**src/rtl/axis_out_packer.sv**
```systemverilog
// Serialises wide PE result words into BUS_WIDTH-bit AXI-Stream beats and marks frame ends with TLAST.
// Optional trailing XOR checksum beat per frame is enabled with `define OUT_PACKER_CHECKSUM_EN.
module axis_out_packer #(
    parameter int KERNEL_SIZE  = 3,
    parameter int DATA_WIDTH   = 8,
    parameter int WEIGHT_WIDTH = 8,
    parameter int BUS_WIDTH    = 32,
    parameter int FRAME_ROWS   = 14,
    localparam int IN_WIDTH    = (DATA_WIDTH + WEIGHT_WIDTH + KERNEL_SIZE) * KERNEL_SIZE,
    localparam int BEATS       = (IN_WIDTH + BUS_WIDTH - 1) / BUS_WIDTH
) (
    input  logic                 clk,
    input  logic                 rstn,
    input  logic [IN_WIDTH-1:0]  s_axis_tdata,
    input  logic                 s_axis_tvalid,
    output logic                 s_axis_tready,
    output logic [BUS_WIDTH-1:0] m_axis_tdata,
    output logic                 m_axis_tvalid,
    input  logic                 m_axis_tready,
    output logic                 m_axis_tlast,
    output logic                 frame_done,
    output logic [15:0]          frame_count
);
    localparam int BEAT_W = (BEATS > 1) ? $clog2(BEATS) : 1;
    localparam int ROW_W  = (FRAME_ROWS > 1) ? $clog2(FRAME_ROWS) : 1;
    localparam int PAD_W  = BEATS * BUS_WIDTH;

    typedef enum logic [1:0] {IDLE, SEND, CSUM} state_t;

    state_t               state_reg;
    logic [PAD_W-1:0]     word_reg;
    logic [PAD_W-1:0]     in_pad;
    logic [BUS_WIDTH-1:0] slice [BEATS];
    logic [BEAT_W-1:0]    beat_reg;
    logic [BEAT_W-1:0]    beat_inc;
    logic [ROW_W-1:0]     row_reg;
    logic [ROW_W-1:0]     row_inc;
    logic [ROW_W-1:0]     load_row;
    logic [BUS_WIDTH-1:0] tdata_reg;
    logic                 tvalid_reg;
    logic                 tlast_reg;
    logic                 done_reg;
    logic [15:0]          count_reg;
`ifdef OUT_PACKER_CHECKSUM_EN
    logic [BUS_WIDTH-1:0] csum_reg;
`endif

    logic hs, accept, last_beat, last_row, csum_pending, first_last, next_beat_last;

    // Zero-extend the input so the final beat carries zeros above IN_WIDTH.
    always_comb begin
        in_pad                 = '0;
        in_pad[IN_WIDTH-1:0]   = s_axis_tdata;
    end

    generate
        for (genvar gi = 0; gi < BEATS; gi++) begin : g_slice
            assign slice[gi] = word_reg[gi*BUS_WIDTH +: BUS_WIDTH];
        end
    endgenerate

    assign hs        = tvalid_reg && m_axis_tready;
    assign last_beat = (beat_reg == BEAT_W'(BEATS - 1));
    assign last_row  = (row_reg == ROW_W'(FRAME_ROWS - 1));
    assign beat_inc  = beat_reg + 1'b1;
    assign row_inc   = last_row ? '0 : row_reg + 1'b1;
    // A word loaded in SEND belongs to the row after the one finishing now.
    assign load_row  = (state_reg == IDLE) ? row_reg : row_inc;

`ifdef OUT_PACKER_CHECKSUM_EN
    assign csum_pending   = (state_reg == CSUM) || last_row;
    assign first_last     = 1'b0;
    assign next_beat_last = 1'b0;
`else
    assign csum_pending   = 1'b0;
    assign first_last     = (BEATS == 1) && (load_row == ROW_W'(FRAME_ROWS - 1));
    assign next_beat_last = last_row && (beat_reg == BEAT_W'(BEATS - 2));
`endif

    assign s_axis_tready = (state_reg == IDLE) || (hs && last_beat && !csum_pending);
    assign accept        = s_axis_tvalid && s_axis_tready;

    assign m_axis_tdata  = tdata_reg;
    assign m_axis_tvalid = tvalid_reg;
    assign m_axis_tlast  = tlast_reg;
    assign frame_done    = done_reg;
    assign frame_count   = count_reg;

    always_ff @(posedge clk or negedge rstn) begin
        if (!rstn) begin
            state_reg  <= IDLE;
            word_reg   <= '0;
            beat_reg   <= '0;
            row_reg    <= '0;
            tdata_reg  <= '0;
            tvalid_reg <= 1'b0;
            tlast_reg  <= 1'b0;
            done_reg   <= 1'b0;
            count_reg  <= '0;
`ifdef OUT_PACKER_CHECKSUM_EN
            csum_reg   <= '0;
`endif
        end else begin
            done_reg <= 1'b0;
            case (state_reg)
                IDLE: begin
                    if (accept) begin
                        word_reg   <= in_pad;
                        tdata_reg  <= in_pad[BUS_WIDTH-1:0];
                        beat_reg   <= '0;
                        tvalid_reg <= 1'b1;
                        tlast_reg  <= first_last;
                        state_reg  <= SEND;
                    end
                end
                SEND: begin
                    if (hs) begin
`ifdef OUT_PACKER_CHECKSUM_EN
                        csum_reg <= csum_reg ^ tdata_reg;
`endif
                        if (!last_beat) begin
                            beat_reg  <= beat_inc;
                            tdata_reg <= slice[beat_inc];
                            tlast_reg <= next_beat_last;
                        end else begin
                            row_reg <= row_inc;
`ifdef OUT_PACKER_CHECKSUM_EN
                            if (last_row) begin
                                state_reg <= CSUM;
                                tdata_reg <= csum_reg ^ tdata_reg;
                                tlast_reg <= 1'b1;
                            end else
`endif
                            begin
                                if (tlast_reg) begin
                                    done_reg  <= 1'b1;
                                    count_reg <= count_reg + 1'b1;
                                end
                                if (accept) begin
                                    word_reg  <= in_pad;
                                    tdata_reg <= in_pad[BUS_WIDTH-1:0];
                                    beat_reg  <= '0;
                                    tlast_reg <= first_last;
                                end else begin
                                    tvalid_reg <= 1'b0;
                                    tlast_reg  <= 1'b0;
                                    state_reg  <= IDLE;
                                end
                            end
                        end
                    end
                end
`ifdef OUT_PACKER_CHECKSUM_EN
                CSUM: begin
                    if (hs) begin
                        csum_reg   <= '0;
                        done_reg   <= 1'b1;
                        count_reg  <= count_reg + 1'b1;
                        tvalid_reg <= 1'b0;
                        tlast_reg  <= 1'b0;
                        state_reg  <= IDLE;
                    end
                end
`endif
                default: state_reg <= IDLE;
            endcase
        end
    end
endmodule
```
**config.mk**
```make
export PLATFORM = sky130hd
export DESIGN_NAME = axis_out_packer
export DESIGN_NICKNAME = d
export VERILOG_FILES = /design/src/rtl/axis_out_packer.sv
export SDC_FILE = /design/constraint.sdc
export NUM_CORES = 1
export LEC_CHECK = 0
export ABC_AREA = 1
export CAP_MARGIN = 20
export CORE_MARGIN = 2
export CORE_UTILIZATION = 49
export DETAILED_ROUTE_END_ITERATION = 7
export GPL_TIMING_DRIVEN = 0
export PLACE_DENSITY_LB_ADDON = 0.05
export SLEW_MARGIN = 20
export SYNTH_ARGS = -nofsm -noshare
export SYNTH_HDL_FRONTEND = slang
export SYNTH_SLANG_ARGS = --single-unit
```
**constraint.sdc**
```tcl
create_clock -name clk -period 4.21 [get_ports clk]
set_clock_uncertainty 0.2 [all_clocks]
set_input_delay 0.842 -clock clk [delete_from_list [all_inputs] [get_ports clk]]
set_output_delay 0.842 -clock clk [all_outputs]
set_load 0.03 [all_outputs]
```
==> flow_summary_export.csv, run 1 <==
group,metric,value,unit
worst_setup_path,cp.required,3.17,ns
worst_setup_path,rr_endpoint,"word_reg[36]",
sta,setup_viol,0,
worst_setup_path,ff2ff_path_depth,6,
worst_setup_path,crit_path_end_kind,"output pin",
drt,wl,9.09,mm
clock_tree,clock-sinks,81,
sta,worst_pin_slew,0.522,ns
grt,grt_pass1_vias,3285,
synthesis,synth_area_leaders,"dfrtp_1, nand2_1, inv_1",
drt,routedWlPerCell,13.1,µm
synthesis,synth-seq-area-share,0.547,
sta,period_share,0.841,
floorplanning,dieWidth,91.0,µm
finish,diodes,0,
worst_setup_path,reg2reg_slack,2.51,ns
drt,ant_nets,0,
worst_setup_path,arrival,2.50,ns
clock_tree,cts_tree,"built",
grt,track_usage,0.234,
clock_tree,post_cts_buffers,0,
synthesis,postSynthCellCount,467,
power,p_per_area,584,nW/µm²
floorplanning,die_y,91.0,µm
sta,slew_violations,0,
clock_tree,numCtsBuffers,9,
placed_design,gp_congestion,0.830,
synthesis,netlist_area,3710,µm²
worst_setup_path,regToRegStartpoint,"state_reg[0]",
sta,max_freq,282,MHz
floorplanning,num_rows,31,
synthesis,yosysWarnings,0,
floorplanning,core_area,7290,µm²
finish,largest_reg_flops,32,
clock_tree,clk_pin_slew_worst_paths,0.07,ns
finish,fillers,631,
power,seqPwrFrac,0.398,
drt,vias_per_cell,4.73,
grt,grt_antenna_before_repair,0,
placed_design,dp_slack,0.681,ns
synthesis,synth_top_area_cell,"dfrtp_1",
power,vdd_drop_max,0.304,mV
sta,hold_violations,0,
grt,grt_overflow,0,
power,combPwrFrac,0.415,
power,p_leak,2.64,nW
placed_design,dp_hpwl,6.61,mm
sta,rsz0062_at_grt,"false",
synthesis,ys_types,28,
sta,relSlewSlack,0.652,
clock_tree,htreeDepth,3,
power,power,3.02,mW
power,clockPowerShare,0.187,
clock_tree,ctsResizeCount,0,
worst_setup_path,startpoint_type,"input port",
outcome,status,"finished, final reports clean",
grt,grt_pass1_wl,15.4,mm
floorplanning,die_area,8270,µm²
placed_design,port_buffers,112,
clock_tree,holdBufCountCts,0,
synthesis,yosysTopAreaCellShare,0.547,
grt,grt_start_max_net_pins,43,
drt,initialDrtViolationCount,162,
worst_setup_path,cp_max_fo,9,
clock_tree,clk-insertion-delay-late,0.34,ns
floorplanning,initial_core_util,0.508,
synthesis,post_synth.cell_area_avg,7.94,µm²
power,swShare,0.391,
finish,area_growth,39.3,%
flow_run,maxCapViolations,0,
power,p_int,1.84,mW
drt,drc,0,
drt,first_pass_iters,7,
finish,drive_gt1_frac,0.0723,
drt,vias,3283,
clock_tree,max-clock-path-buffers,2,
sta,post-route-min-period,3.54,ns
clock_tree,root_buffer,"clkbuf_8",
floorplanning,num_io_pins,113,
worst_setup_path,worst-setup-path-type,"input port to output pin",
hold_path,hold_class,"input port to async pin",
synthesis,syn_nets,529,
power,p_sw,1.18,mW
finish,layout.nets,653,
sta,setup_ws,0.670,ns
synthesis,ys_ff_latch,81,
logic make-up (layout without fill, tap and decap cells):
logic type | count (synthesis) | in the layout | share of synthesized area
DFF | 81 | 81 | 0.547
and+or+nand+nor | 288 | 288 | 0.312
xor gates and xnor gates | 12 | 12 | 0.0284
buffers and inverters | 54 | 182 | 0.0628
adders and majority gates | 1 | 1 | 0.00338
muxes | 1 | 1 | 0.00304
AOI/OAI and AO/OA | 30 | 30 | 0.0432
Yosys cell counts:
library cell  number
a21oi_1            1
nor2_2             1
inv_2              2
nand3_2            1
inv_1             34
or2_2              1
o22ai_1            1
ha_1               1
nand3_1            9
clkbuf_1           3
nand2_1          255
o21ai_1            8
nor2_4             2
nor2_1             8
buf_4              5
buf_2              9
o21a_1             2
nor3_1             2
mux2_2             1
o21ai_2            1
nand2_2            3
xor2_1             9
xnor2_1            3
nor2_8             1
dfrtp_1           81
clkinv_1           1
o21ai_0           17
nand4_1            5
per-layer routing:
metal,wire (µm),vias up,GRT usage
met2,4240,102,0.366
met3,544,19,0.0581
li1,-,1661,-
met4,223,0,0.106
met5,0,-,0
met1,4080,1501,0.308
power groups by stage:
stage	combinational, mW	clock (mW)	sequential [mW]
3_5_place_dp	1.26	0	1.21
6_report	1.25	0.563	1.20
3_3_place_gp	1.23	0	1.20
5_1_grt	1.40	0.611	1.23
4_1_cts	1.26	0.575	1.20
2_1_floorplan	0.525	0	1.43
through the flow:
stage	TNS, ns	utilization	area [µm²]	hold WS, ns	cells
2_1_floorplan	0	-	3710	0.234	467
3_3_place_gp	-63.67	0.679	4950	0.256	678
3_5_place_dp	0	0.681	4970	0.260	679
4_1_cts	0	0.708	5160	0.278	694
5_1_grt	0	0.708	5160	0.291	694
6_report	0	0.708	5160	0.269	694
worst max path at each step:
| stage | slack, ns | from | endpoint |
|---|---|---|---|
| final | 0.67 | m_axis_tready | s_axis_tready |
| after global routing | 0.58 | m_axis_tready | s_axis_tready |
| after CTS | 0.68 | m_axis_tready | s_axis_tready |
| after detailed placement | 0.68 | m_axis_tready | s_axis_tready |
| after global placement | -0.79 | rstn | m_axis_tdata[12] |
| after floorplan | 1.78 | m_axis_tready | s_axis_tready |
area by class of cell:
type	count	area, µm²	share of cell area
plain buffers	17	93.8	0.0182
clock buffers	12	155	0.0300
clock inverters	3	40.0	0.00775
inverters	37	139	0.0269
multi-input cells	332	1450	0.280
flip-flops and latches	81	2030	0.393
well taps	99	124	0.0240
repair buffers	113	1140	0.220
worst max-delay path: stages:
cell and delay [ns]:
clkdlybuf4s50_1 0.45, inv_1 0.07, nand2_1 0.06, nand2_1 0.13, clkinv_1 0.27, clkdlybuf4s50_1 0.69
placed cells by master, fill, tap and decap left out:
cell               n
o21a_1             2
xnor2_1            3
buf_2              9
nand2_1          255
clkinv_2           2
clkdlybuf4s50_1  111
clkbuf_1           4
nor2_1             8
xor2_1             9
a21oi_1            1
nand3_2            1
inv_1             34
o21ai_2            1
dfrtp_1           81
buf_12             1
or2_2              1
nand4_1            5
nor3_1             2
nor2_4             2
ha_1               1
nor2_8             1
mux2_2             1
bufinv_16          1
clkinv_1           1
nand2_2            3
inv_2              2
clkbuf_8          11
o21ai_0           17
nor2_2             1
o22ai_1            1
nand3_1            9
o21ai_1            8
buf_4              6
Power figures use the tool's default switching activity.
==> inputs of run 2 (changes only) <==
- CORE_UTILIZATION: 49 -> 41
- clock period: 4.21 -> 3.1 ns (I/O delays scaled with it)
==> run 2 against run 1 <==
  * Non-clock buffer count unchanged
  * Die area up 19%
  * Cell count up 1.4%
  * Total power up 32%
  * Utilization down 12 points
  * Hold slack worse by 0.24 ns
  * Register-to-register slack worse by 1.1 ns
  * Clock-buffer cell count unchanged
  * Global-route usage down 3.6 points
  * Critical path type unchanged
==> flow_summary_export.csv, run 2 (synthesis results as in run 1) <==
group,metric,value,unit
drt,first_pass_iters,4,
floorplanning,num_io_pins,113,
clock_tree,clock-sinks,81,
flow_run,maxCapViolations,0,
sta,post-route-min-period,2.87,ns
clock_tree,numCtsBuffers,9,
placed_design,port_buffers,112,
clock_tree,max-clock-path-buffers,2,
drt,wl,9.15,mm
finish,drive_gt1_frac,0.0705,
sta,hold_violations,0,
finish,layout.nets,653,
sta,relSlewSlack,0.641,
worst_setup_path,cp.required,2.28,ns
finish,final_common_cell,"nand2_1",
sta,max_freq,348,MHz
worst_setup_path,critical_path.slowest_cell,"clkdlybuf4s50_1",
worst_setup_path,arrival,2.05,ns
worst_setup_path,crit_chain,"clkdlybuf4s50_1 > inv_1 > nand2_1 > nand2_1 > clkinv_1 > dlygate4sd2_1",
hold_path,hold_class,"input port to async pin",
floorplanning,core_area,8760,µm²
drt,vias_per_cell,4.63,
placed_design,gp_congestion,0.792,
floorplanning,num_rows,34,
drt,vias,3260,
sta,period_share,0.926,
placed_design,dp_hpwl,6.68,mm
outcome,status,"finished, final reports clean",
drt,drc,0,
clock_tree,holdBufCountCts,0,
grt,grt_start_max_net_pins,43,
finish,final_cell_mix,"nand2_1, clkdlybuf4s50_1, dfrtp_1",
grt,grt_overflow,0,
worst_setup_path,crit_path_end_kind,"output pin",
drt,routedWlPerCell,13.0,µm
clock_tree,root_buffer,"clkbuf_8",
power,p_per_area,776,nW/µm²
power,vdd_drop_max,0.379,mV
worst_setup_path,crit_path_frequent_cell,"nand2_1",
worst_setup_path,worst-setup-path-type,"input port to output pin",
grt,grt_antenna_before_repair,0,
floorplanning,die_area,9820,µm²
finish,diodes,0,
grt,grt_pass1_wl,15.4,mm
floorplanning,die_y,99.1,µm
sta,holdWs,0.0325,ns
grt,track_usage,0.198,
grt,grt_pass1_vias,3198,
sta,setup_tns,0,ns
drt,ant_nets,0,
floorplanning,initial_core_util,0.423,
worst_setup_path,startpoint_type,"input port",
clock_tree,cts_tree,"built",
worst_setup_path,cp_max_fo,9,
worst_setup_path,slowest_delay,0.45,ns
clock_tree,clk_pin_slew_worst_paths,0.09,ns
sta,setup_viol,0,
finish,area_growth,38.8,%
sta,rsz0062_at_grt,"false",
drt,initialDrtViolationCount,121,
finish,largest_reg_flops,32,
floorplanning,dieWidth,99.1,µm
sta,slew_violations,0,
clock_tree,post_cts_buffers,0,
clock_tree,clk-insertion-delay-late,0.35,ns
power,p_leak,2.61,nW
sta,worst_pin_slew,0.539,ns
clock_tree,htreeDepth,3,
==> run 2: final cells by class <==
type,instances,area (µm²)
buffer,17,93.8
clock buffer,12,135
clock inverter,4,30.0
fill,827,3620
inverter,37,139
multi-input combinational,332,1450
sequential,81,2030
tap,108,135
timing repair buffer,113,1140
==> run 2: metal layers <==
layer	GRT usage	wire, µm	vias to the layer above
li1	-	-	1665
met1	0.266	4280	1500
met2	0.321	4280	85
met3	0.0440	485	10
met4	0.0601	105	0
met5	0	0	-
==> run 2: path summary, 6_finish.rpt <==
check	from	end	slack [ns]	cells past startpoint
max	m_axis_tready	s_axis_tready	0.23	6
min	rstn	row_reg[3]	0.03	1
max reg2reg	state_reg[0]	m_axis_tdata[10]	1.42	6
min reg2reg	word_reg[40]	word_reg[40]	0.27	2
max in group asynchronous	rstn	m_axis_tdata[18]	2.06	2
min in group clk	word_reg[40]	word_reg[40]	0.27	2
==> run 2: worst max-delay path: cells and delay by family <==
family / cells / cell delay (ns)
buf+inv: 4 / 1.24
simple gates: 2 / 0.19
==> run 2: timing repair <==
item	in CTS	in global routing
resized for setup	1	0
endpoints found under the setup margin	1	0
endpoints found under the hold margin	0	0
==> run 2: metrics by stage <==
stage / setup slack, ns / area, µm² / util / instances / power (mW)
after floorplan: 1.11 / 3710 / - / 467 / 2.66
after global placement: -1.80 / 4960 / 0.566 / 687 / 3.32
after detailed placement: -0.0238 / 4980 / 0.568 / 688 / 3.36
after CTS: 0.204 / 5140 / 0.587 / 704 / 4.04
after global routing: 0.148 / 5140 / 0.587 / 704 / 4.29
final: 0.228 / 5140 / 0.587 / 704 / 3.99
==> run 2: where the power goes <==
| group | switching [mW] | leakage (nW) | internal (mW) |
|---|---|---|---|
| combinational | 1.03 | 1.52 | 0.664 |
| sequential | 0.207 | 1.02 | 1.42 |
| clock | 0.383 | 0.0688 | 0.292 |
| total | 1.62 | 2.61 | 2.37 |
